`src/rtl/exec_control_unit.sv`:
```
// Multi-cycle instruction sequencer driving the execute unit's function select.
// Instructions arrive over a valid/ready handshake and are stepped through
// DECODE, EXECUTE and WRITEBACK, issuing register-file controls and a
// retired-instruction counter.
module exec_control_unit #(
    parameter int PC_W = 8
) (
    input  logic            clk,
    input  logic            rst_n,
    input  logic            instr_valid,
    input  logic [15:0]     instr,
    output logic            instr_ready,
    output logic [2:0]      execute_fs,
    output logic [3:0]      rf_raddr_a,
    output logic [3:0]      rf_raddr_b,
    output logic            rf_we,
    output logic [3:0]      rf_waddr,
    output logic [PC_W-1:0] pc,
    output logic            busy,
    output logic            halted,
    output logic            illegal
);

    typedef enum logic [2:0] {
        S_IDLE,
        S_DECODE,
        S_EXECUTE,
        S_WRITEBACK,
        S_HALT
    } state_t;

    state_t          state_q, state_d;
    logic [15:0]     ir_q, ir_d;
    logic [PC_W-1:0] pc_q, pc_d;
    logic            illegal_q, illegal_d;
    logic [3:0]      opcode;
    logic [2:0]      fs_code;

    assign opcode = ir_q[15:12];

    // Map the held opcode onto the execute function select; CLR selects zero.
    always_comb begin
        fs_code = 3'd0;
        case (opcode)
            4'h1:    fs_code = 3'd1;
            4'h2:    fs_code = 3'd2;
            4'h3:    fs_code = 3'd3;
            4'h4:    fs_code = 3'd4;
            default: fs_code = 3'd0;
        endcase
    end

    // State, instruction register, counter and sticky illegal flag.
    always_ff @(posedge clk or negedge rst_n) begin
        if (!rst_n) begin
            state_q   <= S_IDLE;
            ir_q      <= '0;
            pc_q      <= '0;
            illegal_q <= 1'b0;
        end else begin
            state_q   <= state_d;
            ir_q      <= ir_d;
            pc_q      <= pc_d;
            illegal_q <= illegal_d;
        end
    end

    // Next-state logic; pc advances on the transition that leaves an instruction.
    always_comb begin
        state_d   = state_q;
        ir_d      = ir_q;
        pc_d      = pc_q;
        illegal_d = illegal_q;
        case (state_q)
            S_IDLE: begin
                if (instr_valid) begin
                    ir_d    = instr;
                    state_d = S_DECODE;
                end
            end
            S_DECODE: begin
                case (opcode)
                    4'h0: begin
                        pc_d    = pc_q + 1'b1;
                        state_d = S_IDLE;
                    end
                    4'h1, 4'h2, 4'h3, 4'h4, 4'h5: begin
                        state_d = S_EXECUTE;
                    end
                    4'hF: begin
                        pc_d    = pc_q + 1'b1;
                        state_d = S_HALT;
                    end
                    default: begin
                        illegal_d = 1'b1;
                        pc_d      = pc_q + 1'b1;
                        state_d   = S_IDLE;
                    end
                endcase
            end
            S_EXECUTE: begin
                state_d = S_WRITEBACK;
            end
            S_WRITEBACK: begin
                pc_d    = pc_q + 1'b1;
                state_d = S_IDLE;
            end
            S_HALT: begin
                state_d = S_HALT;
            end
            default: begin
                state_d = S_IDLE;
            end
        endcase
    end

    // Datapath controls decoded from the registered state and instruction.
    always_comb begin
        instr_ready = 1'b0;
        busy        = 1'b0;
        halted      = 1'b0;
        execute_fs  = 3'd0;
        rf_raddr_a  = 4'd0;
        rf_raddr_b  = 4'd0;
        rf_we       = 1'b0;
        rf_waddr    = 4'd0;
        case (state_q)
            S_IDLE: begin
                instr_ready = rst_n;
            end
            S_DECODE: begin
                busy       = 1'b1;
                rf_raddr_a = ir_q[7:4];
                rf_raddr_b = ir_q[3:0];
            end
            S_EXECUTE: begin
                busy       = 1'b1;
                rf_raddr_a = ir_q[7:4];
                rf_raddr_b = ir_q[3:0];
                execute_fs = fs_code;
            end
            S_WRITEBACK: begin
                busy       = 1'b1;
                rf_raddr_a = ir_q[7:4];
                rf_raddr_b = ir_q[3:0];
                execute_fs = fs_code;
                rf_we      = 1'b1;
                rf_waddr   = ir_q[11:8];
            end
            S_HALT: begin
                halted = 1'b1;
            end
            default: begin
                busy = 1'b0;
            end
        endcase
    end

    assign pc      = pc_q;
    assign illegal = illegal_q;

endmodule

```
`config.mk`:
```
export PLATFORM = sky130hd
export DESIGN_NAME = exec_control_unit
export DESIGN_NICKNAME = d
export VERILOG_FILES = /design/src/rtl/exec_control_unit.sv
export SDC_FILE = /design/constraint.sdc
export NUM_CORES = 1
export LEC_CHECK = 0
export ABC_CLOCK_PERIOD_IN_PS = 1550
export BUFFER_PORTS_ARGS = -buffer_cell sky130_fd_sc_hd__buf_2
export CAP_MARGIN = 20
export CORE_ASPECT_RATIO = 1.1
export CORE_UTILIZATION = 40
export DETAILED_ROUTE_END_ITERATION = 8
export GPL_ROUTABILITY_DRIVEN = 0
export PLACE_DENSITY_LB_ADDON = 0.05
export SKIP_LAST_GASP = 1
export SLEW_MARGIN = 20
export SYNTH_ARGS = -nofsm -noshare
export SYNTH_HDL_FRONTEND = slang
export SYNTH_SLANG_ARGS = --single-unit
export TNS_END_PERCENT = 100
```
`constraint.sdc`:
```
create_clock -name clk -period 1.55 [get_ports clk]
set_input_delay 0.155 -clock clk [delete_from_list [all_inputs] [get_ports clk]]
set_output_delay 0.155 -clock clk [all_outputs]
set_load 0.01 [all_outputs]
```
==> results of run 1 <==
## per-layer routing
layer | vias to the layer above | routed length (µm) | share of wire
met4 | 0 | 48 | 0.016
met1 | 478 | 1280 | 0.44
met2 | 25 | 1480 | 0.51
li1 | 500 | - | -
met5 | - | 0 | 0
met3 | 6 | 106 | 0.036
## timing repair
item	in CTS	in global routing
setup buffers	10	1
pin swaps	9	3
resized for setup	19	4
setup endpoints to repair	20	41
endpoints found under the hold margin	28	0
hold buffers	1	0
## cell usage after synthesis, types with 2 or more instances
cell type	number
and2_1	14
and3_1	6
buf_6	3
dfrtp_1	28
mux2_2	6
mux2_4	11
nand2_1	3
nand4_1	5
nor2_1	5
nor3_1	4
nor4_1	2
xnor2_1	6
## power breakdown
part	internal [µW]	leakage (µW)	total, µW	switching, µW
sequential	1060	0.000336	1320	264
combinational	1200	0.000580	2060	864
clock	91.2	0.0000138	293	202
total	2350	0.000930	3680	1330
## cell families (layout without fill, tap and decap cells)
| group | after synthesis | count (layout) |
|---|---|---|
| adder cells (fa/ha/maj) | 1 | 1 |
| AO/OA/AOI/OAI | 4 | 4 |
| buffers and inverters | 6 | 71 |
| XOR/XNOR | 7 | 7 |
| AND/OR/NAND/NOR | 42 | 42 |
| multiplexers | 18 | 18 |
| flip-flops | 28 | 28 |
## worst max-delay path by stage
stage	depth (start not counted)	slack (ns)	endpoint
3_5_place_dp	4	0.01	ir_q[3]$_DFFE_PN0P_
3_3_place_gp	4	0.07	ir_q[1]$_DFFE_PN0P_
6_report	4	-0.06	execute_fs[1]
4_1_cts	5	-0.06	rf_waddr[0]
5_1_grt	5	-0.17	execute_fs[0]
2_1_floorplan	6	0.06	ir_q[0]$_DFFE_PN0P_
## registers in the layout, summed over array words and instances, names as in the netlist
name	flops
state_q	3
ir_q	16
illegal	1
pc	8
## stage by stage
stage	utilization	hold WS [ns]	instances	area [µm²]	setup TNS [ns]
6_report	0.599	0.0517	205	1870	-0.371
3_5_place_dp	0.528	0.230	190	1650	0
3_3_place_gp	0.528	0.231	190	1650	0
2_1_floorplan	-	-0.141	106	1360	0
5_1_grt	0.599	0.0287	205	1870	-2.74
4_1_cts	0.591	0.0330	204	1850	-0.493
## area by class of cell
class,count,area [µm²]
flip-flops and latches,28,702
well taps,34,42.5
clock buffers,3,22.5
inverters,1,3.75
fillers,268,1250
multi-input cells,72,648
repair buffers,67,453
## worst register-to-register path, delay by kind of cell, from the launching register on
kind                   cells  cell delay [ns]
flip-flops                 1             0.44
AND/OR/NAND/NOR            2             0.39
buffers and inverters      2             0.30
multiplexers               1             0.34
==> results.tsv, run 1 <==
metric	value	unit
port_buffers	46	
vias	1009	
start_kind	register	
io_pins	47	
synth_top_family_by_area	multiplexers	
r2r_start	state_q[2]$_DFFE_PN0P_	
drv_slew	0	
cp_num_buf_inv	2	
synth_compound_area_frac	0.0258	
use_met1	0.217	
fmax	619	MHz
powerDensity	1960	nW/µm²
syn_avg_cell_area	12.8	µm²
drc	3	
cap_violations	0	
cpPeakStageDelay	0.44	ns
ys.flop_type	dfrtp_1	
syn-instance-count	106	
die-area	3630	µm²
crit_slowest_cell	dfrtp_1	
clock_sinks	28	
layout-drive-gt1-share	0.579	
layout_common_cells	buf_2, dfrtp_1, buf_4, and2_1, mux2_4	
synth_nets	126	
clock_latency	0.32	ns
status	complete, but fails checks	
slew_headroom	0.760	
cp.required	1.39	ns
reg2reg_depth	5	
antenna_cells	0	
path_delay_family	flip-flops	
finClkSkew	0.00365	ns
synth_edf_count	0	
grt_max_degree	29	
cts_buffers	3	
hold_viol	0	
yosys.area_share.adder	0.00923	
crit_path_start	state_q[2]$_DFFE_PN0P_	
vdd_drop_max	0.000963	V
antenna_found_initial	0	
met2_usage	0.298	
arrival	1.46	ns
critPathKind	register to output pin	
power	3680	µW
layout_commonest_cell	buf_2	
yosys.area_share.xor_xnor	0.0452	
fp.coreArea	3130	µm²
seq_area_frac_synth	0.517	
async_reset_ff_frac	1.00	
top_usage_layer	met2	
grt_pass1_vias	1034	
ys_types	25	
via_per_inst	4.92	
violations	DRC, setup timing	
period_minus_slack	1.61	ns
track_usage	0.175	
nets	193	
r2r_setup_slack	-0.01	ns
grt_pass1_wl	4820	µm
crit_path_end_kind	output pin	
post_drt_wl_per_cell	14.2	µm
die_w	57.5	µm
min_to	ir_q[13]$_DFFE_PN0P_	
drtPass1Iterations	5	
yosysWarnings	0	
htree_levels	1	
clkSlewWorstSetupHoldPaths	0.14	ns
start_util	0.434	
place_ws	0.0110	ns
num_rows	21	
dp_hpwl	2070	µm
holdPathStages	2	
synth_top_area_frac	0.517	
path_cells	buf_6 -> nor4_4 -> and2_1 -> buf_2	
rsz0062_at_grt	true	
synthToLayoutAreaGrowth	38.0	%
detail_route.wirelength	2910	µm
grt_util_met3	0.0185	
drtAntennaViolNets	0	
cts_root_buf	clkbuf_4	
drt_iter0_markers	21	
synth-simple-area-share	0.178	
synthMuxAreaShare	0.179	
setup_viol	13	
cts_buffer_depth	2	
die-height	63.1	µm
p_leak	0.000930	µW
cts_tree	done	
min_from	instr[13]	
hold_path_class	input port to register	
grt_overflow_total	0	
worst_slew_pin_slew	0.361	ns
synthTopCellsByArea	dfrtp_1, mux2_4, and2_1	
setup_ws	-0.0645	ns
timing.final.crit_share	1.04	
r2r-end	ir_q[1]$_DFFE_PN0P_	
synth_seq_cells	28	
crit_path_max_fanout	4	
yosys.area.top_type	dfrtp_1	
netlist_area	1360	µm²
Power figures use the tool's default switching activity.
==> inputs of run 2 (changes only) <==
- ABC_CLOCK_PERIOD_IN_PS: 1550 -> 2070
- clock period: 1.55 -> 2.07 ns (I/O delays scaled with it)
==> results.tsv, run 2 (synthesized netlist as in run 1, its figures left out) <==
metric	value	unit	change
status	complete, but fails checks		
violations	DRC		
setup_viol	0		-13
vias	936		-7.2%
grt_pass1_vias	915		-12%
timing.final.crit_share	0.901		
fmax	536	MHz	
antenna_found_initial	0		unchanged
cts_root_buf	clkbuf_4		
die-height	63.1	µm	unchanged
holdPathStages	2		unchanged
worst_slew_pin_slew	0.406	ns	+0.0451 ns
cap_violations	0		unchanged
hold_viol	0		unchanged
cts_tree	done		
clkSlewWorstSetupHoldPaths	0.16	ns	+0.02 ns
drt_iter0_markers	18		-14%
period_minus_slack	1.86	ns	
num_rows	21		unchanged
crit_path_end_kind	output pin		
largest_reg_flops	16		unchanged
grt_pass1_wl	4300	µm	-11%
cpPeakStageDelay	0.55	ns	+0.11 ns
drtAntennaViolNets	0		unchanged
powerDensity	1460	nW/µm²	-26%
grt_max_degree	29		unchanged
clock_latency	0.33	ns	about the same
instances_no_fill	188		-8.3%
power	2400	µW	-35%
layout_commonest_cell	buf_2		
p_leak	0.000837	µW	-9.9%
via_per_inst	4.98		+1.2%
regMostFlops	ir_q		
start_kind	register		
hold_path_class	input port to register		
final_util	0.526		-0.0728
arrival	1.66	ns	+0.20 ns
clock_sinks	28		unchanged
path_cells	inv_1 -> nor4_1 -> and2_1 -> buf_2		
track_usage	0.153		-0.0227
drv_slew	0		unchanged
synthToLayoutAreaGrowth	21.2	%	
antenna_cells	0		unchanged
crit_slowest_cell	dfrtp_1		
rsz0062_at_grt	false		
dp.cells	183		-3.7%
die_w	57.5	µm	unchanged
cts_buffer_depth	2		unchanged
critPathKind	register to output pin		
drtPass1Iterations	6		+1
cts_buffers	3		unchanged
nets	175		-9.3%
fp.coreArea	3130	µm²	unchanged
drc	3		unchanged
port_buffers	46		unchanged
crit_path_max_fanout	12		+8
finClkSkew	0.00880	ns	+0.00516 ns
layout-drive-gt1-share	0.461		-0.118
slew_headroom	0.729		-0.0311
reg2reg_depth	4		-1
die-area	3630	µm²	unchanged
vdd_drop_max	0.000563	V	-42%
tns	0	ns	+0.371 ns
grt_overflow_total	0		unchanged
post_drt_wl_per_cell	13.4	µm	-5.5%
layout_common_cells	buf_2, dfrtp_1, and2_1, mux2_4		
dp_hpwl	1850	µm	-11%
start_util	0.434		unchanged
detail_route.wirelength	2530	µm	-13%
htree_levels	1		unchanged
io_pins	47		unchanged
cp.required	1.86	ns	+0.47 ns
[run 2: final cells by class]
type	count	area [µm²]
inverters	1	3.75
multi-input cells	72	593
flip-flops and latches	28	701
clock buffers	4	36.3
repair buffers	49	268
well taps	34	42.5
fillers	325	1480
[run 2: routing by layer]
metal | global-route usage | up-vias | share of wire
met5 | 0 | - | 0
met4 | 0.0549 | 0 | 0.0059
met3 | 0.0185 | 2 | 0.046
met2 | 0.243 | 25 | 0.47
met1 | 0.212 | 449 | 0.48
li1 | - | 460 | -
[run 2: path summary, 6_finish.rpt]
kind,from,slack (ns),endpoint
worst max-delay path,state_q[1]$_DFFE_PN0P_,0.21,execute_fs[1]
worst min-delay path,instr[9],0.09,ir_q[9]$_DFFE_PN0P_
worst min register to register,pc[7]$_DFFE_PN0P_,0.50,pc[7]$_DFFE_PN0P_
worst max register to register,state_q[2]$_DFFE_PN0P_,0.44,ir_q[1]$_DFFE_PN0P_
min in group asynchronous,rst_n,0.44,illegal$_DFFE_PN0P_
max in group asynchronous,rst_n,1.37,ir_q[15]$_DFFE_PN0P_
[run 2: what timing repair did]
item | CTS | global route
gates resized for setup | 0 | 0
hold buffers | 1 | 0
endpoints found under the hold margin | 28 | 0
setup buffers | 0 | 0
[run 2: critical path: cells and delay by family, from the launching register on]
| kind | cells | cell delay (ns) |
|---|---|---|
| simple gates | 2 | 0.52 |
| flops | 1 | 0.55 |
| buf+inv | 2 | 0.27 |
[run 2: per-stage QoR]
stage	hold slack [ns]	worst slack, ns	area (µm²)
floorplan	-0.0886	0.582	1360
global placement	0.282	0.458	1600
detailed placement	0.278	0.430	1600
CTS	0.0840	0.188	1640
global route	0.0779	0.00944	1640
finish	0.0932	0.205	1640
[run 2: power by group]
group,total [µW],internal (µW),switching [µW]
clock network,273,108,166
logic,1110,625,482
registers,1020,790,230
==> inputs of run 3 (changes only) <==
- CAP_MARGIN: 20 -> not set
- CORE_UTILIZATION: 40 -> 52
- PLACE_DENSITY: not set -> 0.83
- PLACE_DENSITY_LB_ADDON: 0.05 -> not set
==> results.tsv, run 3 (synthesized netlist as in run 1, its figures left out) <==
metric	value	unit	change
layout_commonest_cell	buf_2		
cts_tree	done		
cts_buffer_depth	2		unchanged
period_minus_slack	1.91	ns	+0.0413 ns
htree_levels	1		unchanged
post-cts-setup-buffers	0		unchanged
dp_hpwl	2030	µm	+9.9%
power	2520	µW	+4.8%
p_leak	0.000841	µW	+0.44%
antenna_found_initial	0		unchanged
cap_violations	0		unchanged
layout_common_cells	buf_2, dfrtp_1, and2_1, mux2_4		
vdd_drop_max	0.000881	V	+56%
num_rows	19		-9.5%
crit_path_start	state_q[1]$_DFFE_PN0P_		
min_from	instr[10]		
start_kind	register		
setup_ws	0.164	ns	-0.0413 ns
die-height	55.6	µm	-12%
slew_headroom	0.769		+0.0404
largest_reg_flops	16		unchanged
track_usage	0.234		+0.0813
crit_path_max_fanout	12		unchanged
status	finished, final reports clean		
nFillCells	212		-35%
port_buffers	46		unchanged
worst_slew_pin_slew	0.347	ns	-0.0591 ns
rsz0062_at_grt	false		
setup_viol	0		unchanged
grt_pass1_vias	1018		+11%
synthToLayoutAreaGrowth	21.4	%	
regMostFlops	ir_q		
antenna_cells	0		unchanged
cp.required	1.86	ns	about the same
io_pins	47		unchanged
start_util	0.543		+0.110
r2r_start	state_q[2]$_DFFE_PN0P_		
cts_root_buf	clkbuf_4		
detail_route.wirelength	2770	µm	+9.5%
post_drt_wl_per_cell	14.9	µm	+11%
final_util	0.660		+0.134
crit_path_end_kind	output pin		
hold_viol	0		unchanged
via_per_inst	5.24		+5.3%
drc	0		-3
clock_sinks	28		unchanged
clock_latency	0.34	ns	about the same
timing.final.crit_share	0.921		+0.0199
grt_max_degree	29		unchanged
fmax	525	MHz	-2.2%
place_ws	0.405	ns	-0.0246 ns
powerDensity	1530	nW/µm²	+4.7%
grt_pass1_wl	4860	µm	+13%
critPathKind	register to output pin		
fin_hold_ws	0.0811	ns	-0.0120 ns
fp.coreArea	2500	µm²	-20%
arrival	1.70	ns	+0.04 ns
drv_slew	0		unchanged
drt_iter0_markers	31		+13
nets	175		unchanged
die-area	2820	µm²	-22%
layout-drive-gt1-share	0.468		+0.00649
vias	970		+3.6%
cts_buffers	3		unchanged
tns	0	ns	unchanged
clkSlewWorstSetupHoldPaths	0.16	ns	about the same
die_w	50.7	µm	-12%
drtAntennaViolNets	0		unchanged
grt_overflow_total	0		unchanged
drtPass1Iterations	4		-2
hold_path_class	input port to register		
finClkSkew	0.0170	ns	+0.00815 ns
## run 3: repair_timing
item                                   CTS  global route
setup endpoints to repair                0             8
hold buffers                             1             0
resized for setup                        0             1
endpoints found under the hold margin   28             0
## run 3: per-layer routing
layer,GRT usage,vias up,routed length [µm]
met5,0,-,0
met4,0.0833,0,32
met3,0.0413,4,93
met2,0.408,22,1560
met1,0.285,481,1080
li1,-,463,-
## run 3: area by class of cell
type	instances	area (µm²)	area share
multi-input cells	72	596	0.362
repair buffers	49	255	0.155
clock inverters	1	30.0	0.0182
flip-flops and latches	28	701	0.426
clock buffers	3	22.5	0.0137
well taps	31	38.8	0.0236
inverters	1	3.75	0.00228
## run 3: power by group
| group | switching, µW | internal, µW | leakage (µW) |
|---|---|---|---|
| clock | 165 | 196 | 0.0000279 |
| combinational | 514 | 611 | 0.000476 |
| sequential | 240 | 790 | 0.000337 |
| total | 919 | 1600 | 0.000841 |
## run 3: path summary, 6_finish.rpt
path                                        endpoint  slack (ns)  cells after the start
worst max-delay path                   execute_fs[1]        0.16                      4
worst min-delay path            ir_q[10]$_DFFE_PN0P_        0.08                      2
worst max register to register   ir_q[2]$_DFFE_PN0P_        0.37                      4
worst min register to register     pc[7]$_DFFE_PN0P_        0.48                      1
max in group asynchronous       ir_q[11]$_DFFE_PN0P_        1.40                      3
min in group asynchronous        ir_q[3]$_DFFE_PN0P_        0.40                      3
## run 3: through the flow
| stage | cells | instance area [µm²] |
|---|---|---|
| floorplan | 106 | 1360 |
| global placement | 180 | 1580 |
| detailed placement | 180 | 1580 |
| CTS | 185 | 1640 |
| global route | 185 | 1650 |
| finish | 185 | 1650 |
## run 3: worst max-delay path: stages (launching register included)
cell,delay [ns]
dfrtp_1,0.57
inv_1,0.15
nor4_1,0.35
and2_1,0.17
buf_2,0.12
